`src/rtl/hammer_seq.sv`:
```
// Exhaustive A_WIDTH-bit sweep driver plus gold-vs-gate output comparator.
// Latency: vector k is driven k+1 cycles after start; its compare lands DUT_LAT cycles later.
// Backpressure: none; start is ignored while busy, and results hold in DONE until the next start.
//
// Ports:
//   clk, rst          clock and synchronous active-high reset
//   start             begins a sweep when sampled in IDLE or DONE
//   a                 stimulus driven to both test-module instances
//   y_gold, y_gate    reference and netlist outputs, compared DUT_LAT cycles after a
//   busy, done, pass  status: sweeping, finished, finished with no mismatches
//   err_count         saturating mismatch count
//   first_a           stimulus of the first mismatch
//   first_diff        y_gold ^ y_gate at the first mismatch
module hammer_seq #(
  parameter int A_WIDTH = 4,
  parameter int Y_WIDTH = 16,
  parameter int DUT_LAT = 0
) (
  input  logic               clk,
  input  logic               rst,
  input  logic               start,
  output logic [A_WIDTH-1:0] a,
  input  logic [Y_WIDTH-1:0] y_gold,
  input  logic [Y_WIDTH-1:0] y_gate,
  output logic               busy,
  output logic               done,
  output logic               pass,
  output logic [15:0]        err_count,
  output logic [A_WIDTH-1:0] first_a,
  output logic [Y_WIDTH-1:0] first_diff
);

  typedef enum logic [1:0] {
    IDLE  = 2'd0,
    RUN   = 2'd1,
    DRAIN = 2'd2,
    DONE  = 2'd3
  } state_t;

  // Last value of the drain counter before DONE (only meaningful when DUT_LAT > 0).
  localparam logic [2:0] DRAIN_LAST = 3'(DUT_LAT - 1);

  state_t               state_q, state_d;
  logic [A_WIDTH-1:0]   a_q, a_d;
  logic [2:0]           drain_q, drain_d;
  logic [15:0]          err_q, err_d;
  logic [A_WIDTH-1:0]   fa_q, fa_d;
  logic [Y_WIDTH-1:0]   fd_q, fd_d;
  logic                 seen_q, seen_d;

  // Compare tag: which swept vector the current y inputs belong to.
  logic                 run;
  logic                 tag_vld;
  logic [A_WIDTH-1:0]   tag_a;
  logic                 mism;

  assign run = (state_q == RUN);

  generate
    if (DUT_LAT == 0) begin : g_comb
      // Combinational test module: y belongs to the vector driven this cycle.
      assign tag_vld = run;
      assign tag_a   = a_q;
    end else begin : g_pipe
      logic [DUT_LAT-1:0] vld_q;
      logic [A_WIDTH-1:0] a_pipe_q [DUT_LAT];

      always_ff @(posedge clk) begin
        if (rst) begin
          vld_q <= '0;
          for (int i = 0; i < DUT_LAT; i++) begin
            a_pipe_q[i] <= '0;
          end
        end else begin
          vld_q[0]    <= run;
          a_pipe_q[0] <= a_q;
          for (int i = 1; i < DUT_LAT; i++) begin
            vld_q[i]    <= vld_q[i-1];
            a_pipe_q[i] <= a_pipe_q[i-1];
          end
        end
      end

      assign tag_vld = vld_q[DUT_LAT-1];
      assign tag_a   = a_pipe_q[DUT_LAT-1];
    end
  endgenerate

  assign mism = tag_vld && (y_gold != y_gate);

  always_comb begin
    state_d = state_q;
    a_d     = a_q;
    drain_d = drain_q;
    err_d   = err_q;
    fa_d    = fa_q;
    fd_d    = fd_q;
    seen_d  = seen_q;

    if (mism) begin
      if (err_q != 16'hFFFF) begin
        err_d = err_q + 16'd1;
      end
      // Only the first mismatch of a sweep is recorded.
      if (!seen_q) begin
        seen_d = 1'b1;
        fa_d   = tag_a;
        fd_d   = y_gold ^ y_gate;
      end
    end

    case (state_q)
      IDLE, DONE: begin
        // No compare can be pending here, so clearing wins unconditionally.
        if (start) begin
          state_d = RUN;
          a_d     = '0;
          err_d   = '0;
          fa_d    = '0;
          fd_d    = '0;
          seen_d  = 1'b0;
        end
      end
      RUN: begin
        if (a_q == {A_WIDTH{1'b1}}) begin
          // Hold all-ones; the last vector stays on the bus while draining.
          state_d = (DUT_LAT > 0) ? DRAIN : DONE;
          drain_d = '0;
        end else begin
          a_d = a_q + A_WIDTH'(1);
        end
      end
      DRAIN: begin
        if (drain_q == DRAIN_LAST) begin
          state_d = DONE;
        end else begin
          drain_d = drain_q + 3'd1;
        end
      end
      default: state_d = IDLE;
    endcase
  end

  always_ff @(posedge clk) begin
    if (rst) begin
      state_q <= IDLE;
      a_q     <= '0;
      drain_q <= '0;
      err_q   <= '0;
      fa_q    <= '0;
      fd_q    <= '0;
      seen_q  <= 1'b0;
    end else begin
      state_q <= state_d;
      a_q     <= a_d;
      drain_q <= drain_d;
      err_q   <= err_d;
      fa_q    <= fa_d;
      fd_q    <= fd_d;
      seen_q  <= seen_d;
    end
  end

  assign a          = a_q;
  assign busy       = (state_q == RUN) || (state_q == DRAIN);
  assign done       = (state_q == DONE);
  assign pass       = done && (err_q == 16'd0);
  assign err_count  = err_q;
  assign first_a    = fa_q;
  assign first_diff = fd_q;

endmodule

```
`config.mk`:
```
export PLATFORM = sky130hd
export DESIGN_NAME = hammer_seq
export DESIGN_NICKNAME = d
export VERILOG_FILES = /design/src/rtl/hammer_seq.sv
export SDC_FILE = /design/constraint.sdc
export NUM_CORES = 1
export LEC_CHECK = 0
export ABC_AREA = 1
export BUFFER_PORTS_ARGS = -buffer_cell sky130_fd_sc_hd__buf_4
export CAP_MARGIN = 10
export CORE_ASPECT_RATIO = 1.5
export CORE_MARGIN = 2
export CORE_UTILIZATION = 47
export CTS_CLUSTER_DIAMETER = 50
export DETAILED_ROUTE_END_ITERATION = 10
export GPL_TIMING_DRIVEN = 0
export PLACE_DENSITY = 0.8
export SETUP_SLACK_MARGIN = 0.05
export SYNTH_ARGS = -nofsm -noshare
export SYNTH_HDL_FRONTEND = slang
export SYNTH_SLANG_ARGS = --single-unit
```
`constraint.sdc`:
```
create_clock -name clk -period 3.5 [get_ports clk]
set_clock_uncertainty 0.2 [all_clocks]
set_input_delay 1.05 -clock clk [delete_from_list [all_inputs] [get_ports clk]]
set_output_delay 1.05 -clock clk [all_outputs]
set_load 0.01 [all_outputs]
```
==> impl_metrics.tcl, run 1 <==
set metrics [dict create \
    status "finished, final reports clean" \
    viasPerCell 4.70 \
    drt_iter0_markers 113 \
    seq_area_frac_synth_pct 34.1 \
    antenna_cells 0 \
    cts_resized 0 \
    cts_tree "done" \
    maxCapViolCount 0 \
    dieHeight_um 96.8 \
    hold_path.class "register to register" \
    clockBufferDepth 2 \
    pwr-share-clk_pct 15.8 \
    worstSetupPathType "register to primary output" \
    routed_wl_um 6550 \
    postLayoutCoreUtil_pct 62.9 \
    postRouteAntennaNets 0 \
    clock_tree.root_cell "clkbuf_8" \
    worst_ep_arrival_time_ns 1.62 \
    grt.total_usage_pct 21.5 \
    synth_top_family_by_area "simple AND/OR/NAND/NOR gates" \
    finalPower_mw 2.10 \
    switching_share_pct 41.3 \
    postSynthAreaPerCell_um2 6.01 \
    worstMarginPinSlew_ns 0.602 \
    power_switching_uw 866 \
    cts.htree.levels 2 \
    ir_drop_v 0.000642 \
    seq_power_share_pct 35.4 \
    p_leak_nw 1.85 \
    cts_setup_buffers 0 \
    io_pins 78 \
    vias 2840 \
    area_growth_pct 28.1 \
    cp-start-kind "register" \
    hpwl_um 5330 \
    hold_viol 0 \
    whs_ns 0.275 \
    slew_headroom_pct 59.9 \
    period_needed_ns 2.87 \
    synthXorXnorAreaFrac_pct 0.649 \
    power_density_mw_per_mm2 607 \
    finalSetupViolCount 0 \
    gp_congestion 0.901 \
    core_area_mm2 0.00549 \
    die-area_mm2 0.00637 \
    path_clk_slew_ns 0.08 \
    final_common_cell "nand2_1" \
    timing.fmax_mhz 348 \
    critical_path.max_fanout 5 \
    period_share_pct 82.0 \
    antenna_found_initial 0 \
    synth.distinct_cells 32 \
    insertion_delay_ns 0.29 \
    synth_compound_area_share_pct 8.07 \
    port_buffers 77 \
    slew_viol_final 0 \
    synthCells 449 \
    die_w_um 65.9 \
    drive_above_1_share_pct 18.5 \
    hold_buffers 0 \
    synthAdderAreaFrac_pct 3.71 \
    rows 33 \
    initial_core_util_pct 49.1 \
    cts.sinks 46 \
    synth-seq-cells 46 \
    nNetsFinal 576 \
    p_int_mw 1.23 \
    synth_area_mm2 0.00270 \
    grt_start_max_net_pins 14 \
    wl_per_cell_um 10.8 \
    grt_pass1_wl_um 11000 \
    synth_mux_area_share_pct 0 \
    grt_pass1_vias 2690 \
    worstSetupEndpointType "primary output" \
    layout_common_cells "nand2_1 (113), nor2_1 (102), inv_1 (88)" \
    rsz0062_at_grt "false" \
    postSynthNetCount 492 \
    synth-simple-area-share_pct 38.7 \
    drc_errors 0 \
    required_ns 2.25 \
    yosys_warnings 0 \
    cts-buffers-inserted 5 \
    first_pass_iters 4 \
    combPwrFrac_pct 48.8 \
    tns_ns 0 \
    overflow 0 \
]
area by class of cell:
cell class / instances / area, um^2
Fill cell: 524 / 2040
Inverter: 91 / 342
Multi-Input combinational cell: 304 / 1380
Clock buffer: 7 / 86.3
Clock inverter: 1 / 5.00
Sequential cell: 46 / 921
Buffer: 8 / 55.1
Tap cell: 70 / 87.6
Timing Repair Buffer: 77 / 578
state kept, by name, summed over array words and instances, names as in the netlist:
register / flops
state_q: 2
seen_q: 1
first_a: 4
drain_q: 3
first_diff: 16
a: 4
err_count: 16
power by group through the flow:
stage / combinational [mW] / clock (mW) / sequential, mW
finish: 1.02 / 0.331 / 0.742
global route: 1.16 / 0.358 / 0.757
CTS: 1.03 / 0.339 / 0.740
detailed placement: 1.03 / 0 / 0.752
global placement: 1.00 / 0 / 0.747
floorplan: 0.613 / 0 / 0.786
metal layers:
metal  wire [um]  up-vias  track usage (%)
met2        3520       68             41.9
met1        2560     1237             21.8
li1            -     1519                -
met5           0        -                0
met4         184        0             7.69
met3         283       16             3.26
synthesized netlist by cell type:
cell	instances	area (um^2)
o21bai_1	1	7.51
nand3_4	1	17.5
nor2_1	102	383
dfxtp_1	46	921
o211ai_1	1	7.51
nand2_2	1	6.26
clkbuf_1	3	11.3
and3_1	1	6.26
inv_2	3	11.3
buf_4	1	7.51
buf_6	1	11.3
xor2_1	1	8.76
nor4_1	1	6.26
nand4_1	9	56.3
nor3_2	1	10.0
o211a_1	1	10.0
nand2_4	1	11.3
buf_8	1	15.0
nand3_2	1	10.0
nand2_1	113	424
a21oi_1	15	75.1
nor3_1	7	35.0
nand3_1	12	60.1
and2_1	1	6.26
nor2_2	2	12.5
inv_1	88	330
buf_2	2	10.0
ha_1	8	100
o21ai_1	6	30.0
xnor2_1	1	8.76
a211oi_1	1	7.51
o21ai_0	16	80.1
final timing paths:
kind	slack, ns	depth (start not counted)	end	start
worst min-delay path	0.28	2	drain_q[1]$_SDFFE_PP0P_	drain_q[1]$_SDFFE_PP0P_
worst max-delay path	0.63	5	pass	err_count[0]$_SDFF_PP0_
worst min register to register	0.28	2	drain_q[1]$_SDFFE_PP0P_	drain_q[1]$_SDFFE_PP0P_
worst max register to register	1.27	6	err_count[15]$_SDFF_PP0_	state_q[0]$_SDFFE_PP0P_
logic make-up (layout without fill, tap and decap cells):
| logic type | Yosys count | in the layout |
|---|---|---|
| buffers and inverters | 99 | 184 |
| AND/OR/NAND/NOR | 253 | 253 |
| flip-flops | 46 | 46 |
| AO/OA/AOI/OAI | 41 | 41 |
| adder cells (fa/ha/maj) | 8 | 8 |
| XOR/XNOR | 2 | 2 |
stage by stage:
stage                     setup WS (ns)  instance area, um^2  cells
after floorplan                    1.13                 2700    449
after global placement            0.851                 3360    596
after detailed placement          0.823                 3360    596
after CTS                         0.675                 3450    604
after global routing              0.555                 3450    604
final                             0.630                 3450    604
worst max-delay path, stage by stage (launching register included):
cell	delay [ns]
dfxtp_1	0.38
inv_2	0.12
ha_1	0.16
nand3_1	0.07
nor4_1	0.40
buf_4	0.20
Power figures use the tool's default switching activity.
==> run 2: changes to the inputs <==
--- a/config.mk
+++ b/config.mk
@@ -14,7 +14,7 @@
 export CTS_CLUSTER_DIAMETER = 50
 export DETAILED_ROUTE_END_ITERATION = 10
 export GPL_TIMING_DRIVEN = 0
-export PLACE_DENSITY = 0.8
+export PLACE_DENSITY = 0.83
 export SETUP_SLACK_MARGIN = 0.05
 export SYNTH_ARGS = -nofsm -noshare
 export SYNTH_HDL_FRONTEND = slang
==> constraint.sdc (replaced) <==
create_clock -name clk -period 2.4 [get_ports clk]
set_clock_uncertainty 0.2 [all_clocks]
set_input_delay 0.72 -clock clk [delete_from_list [all_inputs] [get_ports clk]]
set_output_delay 0.72 -clock clk [all_outputs]
set_load 0.01 [all_outputs]
==> impl_metrics.tcl, run 2 (synthesized netlist as in run 1, its figures left out) <==
set metrics [dict create \
    final_common_cell "nand2_1" \
    die_w_um 65.9 \
    worstMarginPinSlew_ns 0.486 \
    period_share_pct 95.3 \
    hold_path.class "register to register" \
    insertion_delay_ns 0.30 \
    grt_pass1_wl_um 11200 \
    critical_path.max_fanout 6 \
    multiInputGateArea_mm2 0.00139 \
    critical_path.max_stage_delay_ns 0.36 \
    path_clk_slew_ns 0.09 \
    drive_above_1_share_pct 20.2 \
    area_growth_pct 30.4 \
    required_ns 1.48 \
    antenna_found_initial 0 \
    cp_slowest_cell "dfxtp_1" \
    ir_drop_v 0.000691 \
    worstSetupEndpointType "primary output" \
    first_pass_iters 4 \
    clock_tree.root_cell "clkbuf_8" \
    cp-start-kind "register" \
    maxCapViolCount 0 \
    worstSetupPathType "register to primary output" \
    p_leak_nw 1.87 \
    hp-start "drain_q[1]$_SDFFE_PP0P_" \
    core_area_mm2 0.00549 \
    grt_start_max_net_pins 16 \
    cts-buffers-inserted 5 \
    nNetsFinal 576 \
    finalSetupViolCount 0 \
    rsz0062_at_grt "false" \
    hpwl_um 5320 \
    timing.fmax_mhz 437 \
    hold_path_end "drain_q[1]$_SDFFE_PP0P_" \
    worst-r2r-cell-count 10 \
    grt_pass1_vias 2753 \
    drt_iter0_markers 104 \
    hold_viol 0 \
    period_needed_ns 2.29 \
    port_buffers 77 \
    viasPerCell 4.72 \
    hold_depth 2 \
    clockBufferDepth 2 \
    grt.total_usage_pct 21.8 \
    worst_ep_arrival_time_ns 1.37 \
    vias 2850 \
    initial_core_util_pct 49.1 \
    layout_common_cells "nand2_1 (113), nor2_1 (102), inv_1 (86)" \
    cts.sinks 46 \
    gp_congestion 0.878 \
    cts.htree.levels 2 \
    fillers 516 \
    overflow 0 \
    regArea_um2 925 \
    io_pins 78 \
    tns_ns 0 \
    cts_tree "done" \
    die-area_mm2 0.00637 \
    rrSetupSlack_ns 0.32 \
    worstPathCellList "inv_1, nand4_1, nor4_2, buf_4" \
    routed_wl_um 6650 \
    slew_headroom_pct 67.6 \
    reg2reg_from "err_count[1]$_SDFF_PP0_" \
    drc_errors 0 \
    rows 33 \
    hold_buffers 0 \
    wl_per_cell_um 11.0 \
    slew_viol_final 0 \
    cts_setup_buffers 0 \
    power_density_mw_per_mm2 930 \
    finalPower_mw 3.27 \
    dieHeight_um 96.8 \
    regToRegEndpoint "err_count[1]$_SDFF_PP0_" \
    postRouteAntennaNets 0 \
    status "finished, final reports clean" \
    antenna_cells 0 \
]
run 2: cell types whose count changed in the layout (fill, tap and decap cells not counted), moves of 2 or more:
cell | previous run | this run
dfxtp_2 | 0 | 3
bufinv_16 | 0 | 2
inv_1 | 88 | 86
inv_2 | 3 | 5
dfxtp_1 | 46 | 43
run 2: area by class of cell:
class | count | area share, %
sequential | 46 | 26.3
buffer | 8 | 1.57
multi-input combinational | 304 | 39.6
inverter | 91 | 9.71
tap | 70 | 2.49
timing repair buffer | 77 | 16.4
clock inverter | 3 | 1.96
clock buffer | 5 | 1.96
run 2: worst max-delay path, delay by kind of cell, from the launching register on:
family	cells	cell delay, ns
flops	1	0.36
simple gates	2	0.41
buf+inv	2	0.30
run 2: how the worst max path moves through the flow:
stage                                        from                       end
after floorplan           err_count[1]$_SDFF_PP0_                      pass
after global placement                        rst  err_count[15]$_SDFF_PP0_
after detailed placement                      rst  err_count[15]$_SDFF_PP0_
after CTS                 err_count[9]$_SDFF_PP0_                      pass
after global routing      err_count[5]$_SDFF_PP0_                      pass
final                     err_count[5]$_SDFF_PP0_                      pass
run 2: routing by layer:
| layer | share of wire (%) | vias up | track usage [%] | wire length (um) |
|---|---|---|---|---|
| met5 | 0 | - | 0 | 0 |
| met4 | 2.5 | 0 | 7.37 | 163 |
| met3 | 4.9 | 14 | 4.30 | 324 |
| met2 | 54 | 66 | 42.5 | 3600 |
| met1 | 39 | 1250 | 21.7 | 2570 |
| li1 | - | 1520 | - | - |
run 2: power by group:
group / switching, mW / internal [mW] / leakage, nW / total (mW)
registers: 0.140 / 0.949 / 0.376 / 1.09
logic: 0.872 / 0.619 / 1.42 / 1.49
clock network: 0.273 / 0.417 / 0.0683 / 0.690
total: 1.28 / 1.98 / 1.87 / 3.27
run 2: timing repair:
action / CTS / global route
resized for setup: 6 / 2
pin swaps: 1 / 0
endpoints found under the setup margin: 1 / 17
run 2: metrics by stage:
| stage | instance area, um^2 | utilization [%] | setup slack [ns] | hold slack (ns) | instances |
|---|---|---|---|---|---|
| 6_report | 3520 | 64.0 | 0.113 | 0.279 | 604 |
| 5_1_grt | 3520 | 64.0 | 0.0615 | 0.311 | 604 |
| 4_1_cts | 3510 | 64.0 | 0.0900 | 0.283 | 604 |
| 3_5_place_dp | 3360 | 61.2 | 0.0561 | 0.270 | 596 |
| 3_3_place_gp | 3360 | 61.2 | 0.0682 | 0.256 | 596 |
| 2_1_floorplan | 2700 | - | 0.364 | 0.242 | 449 |
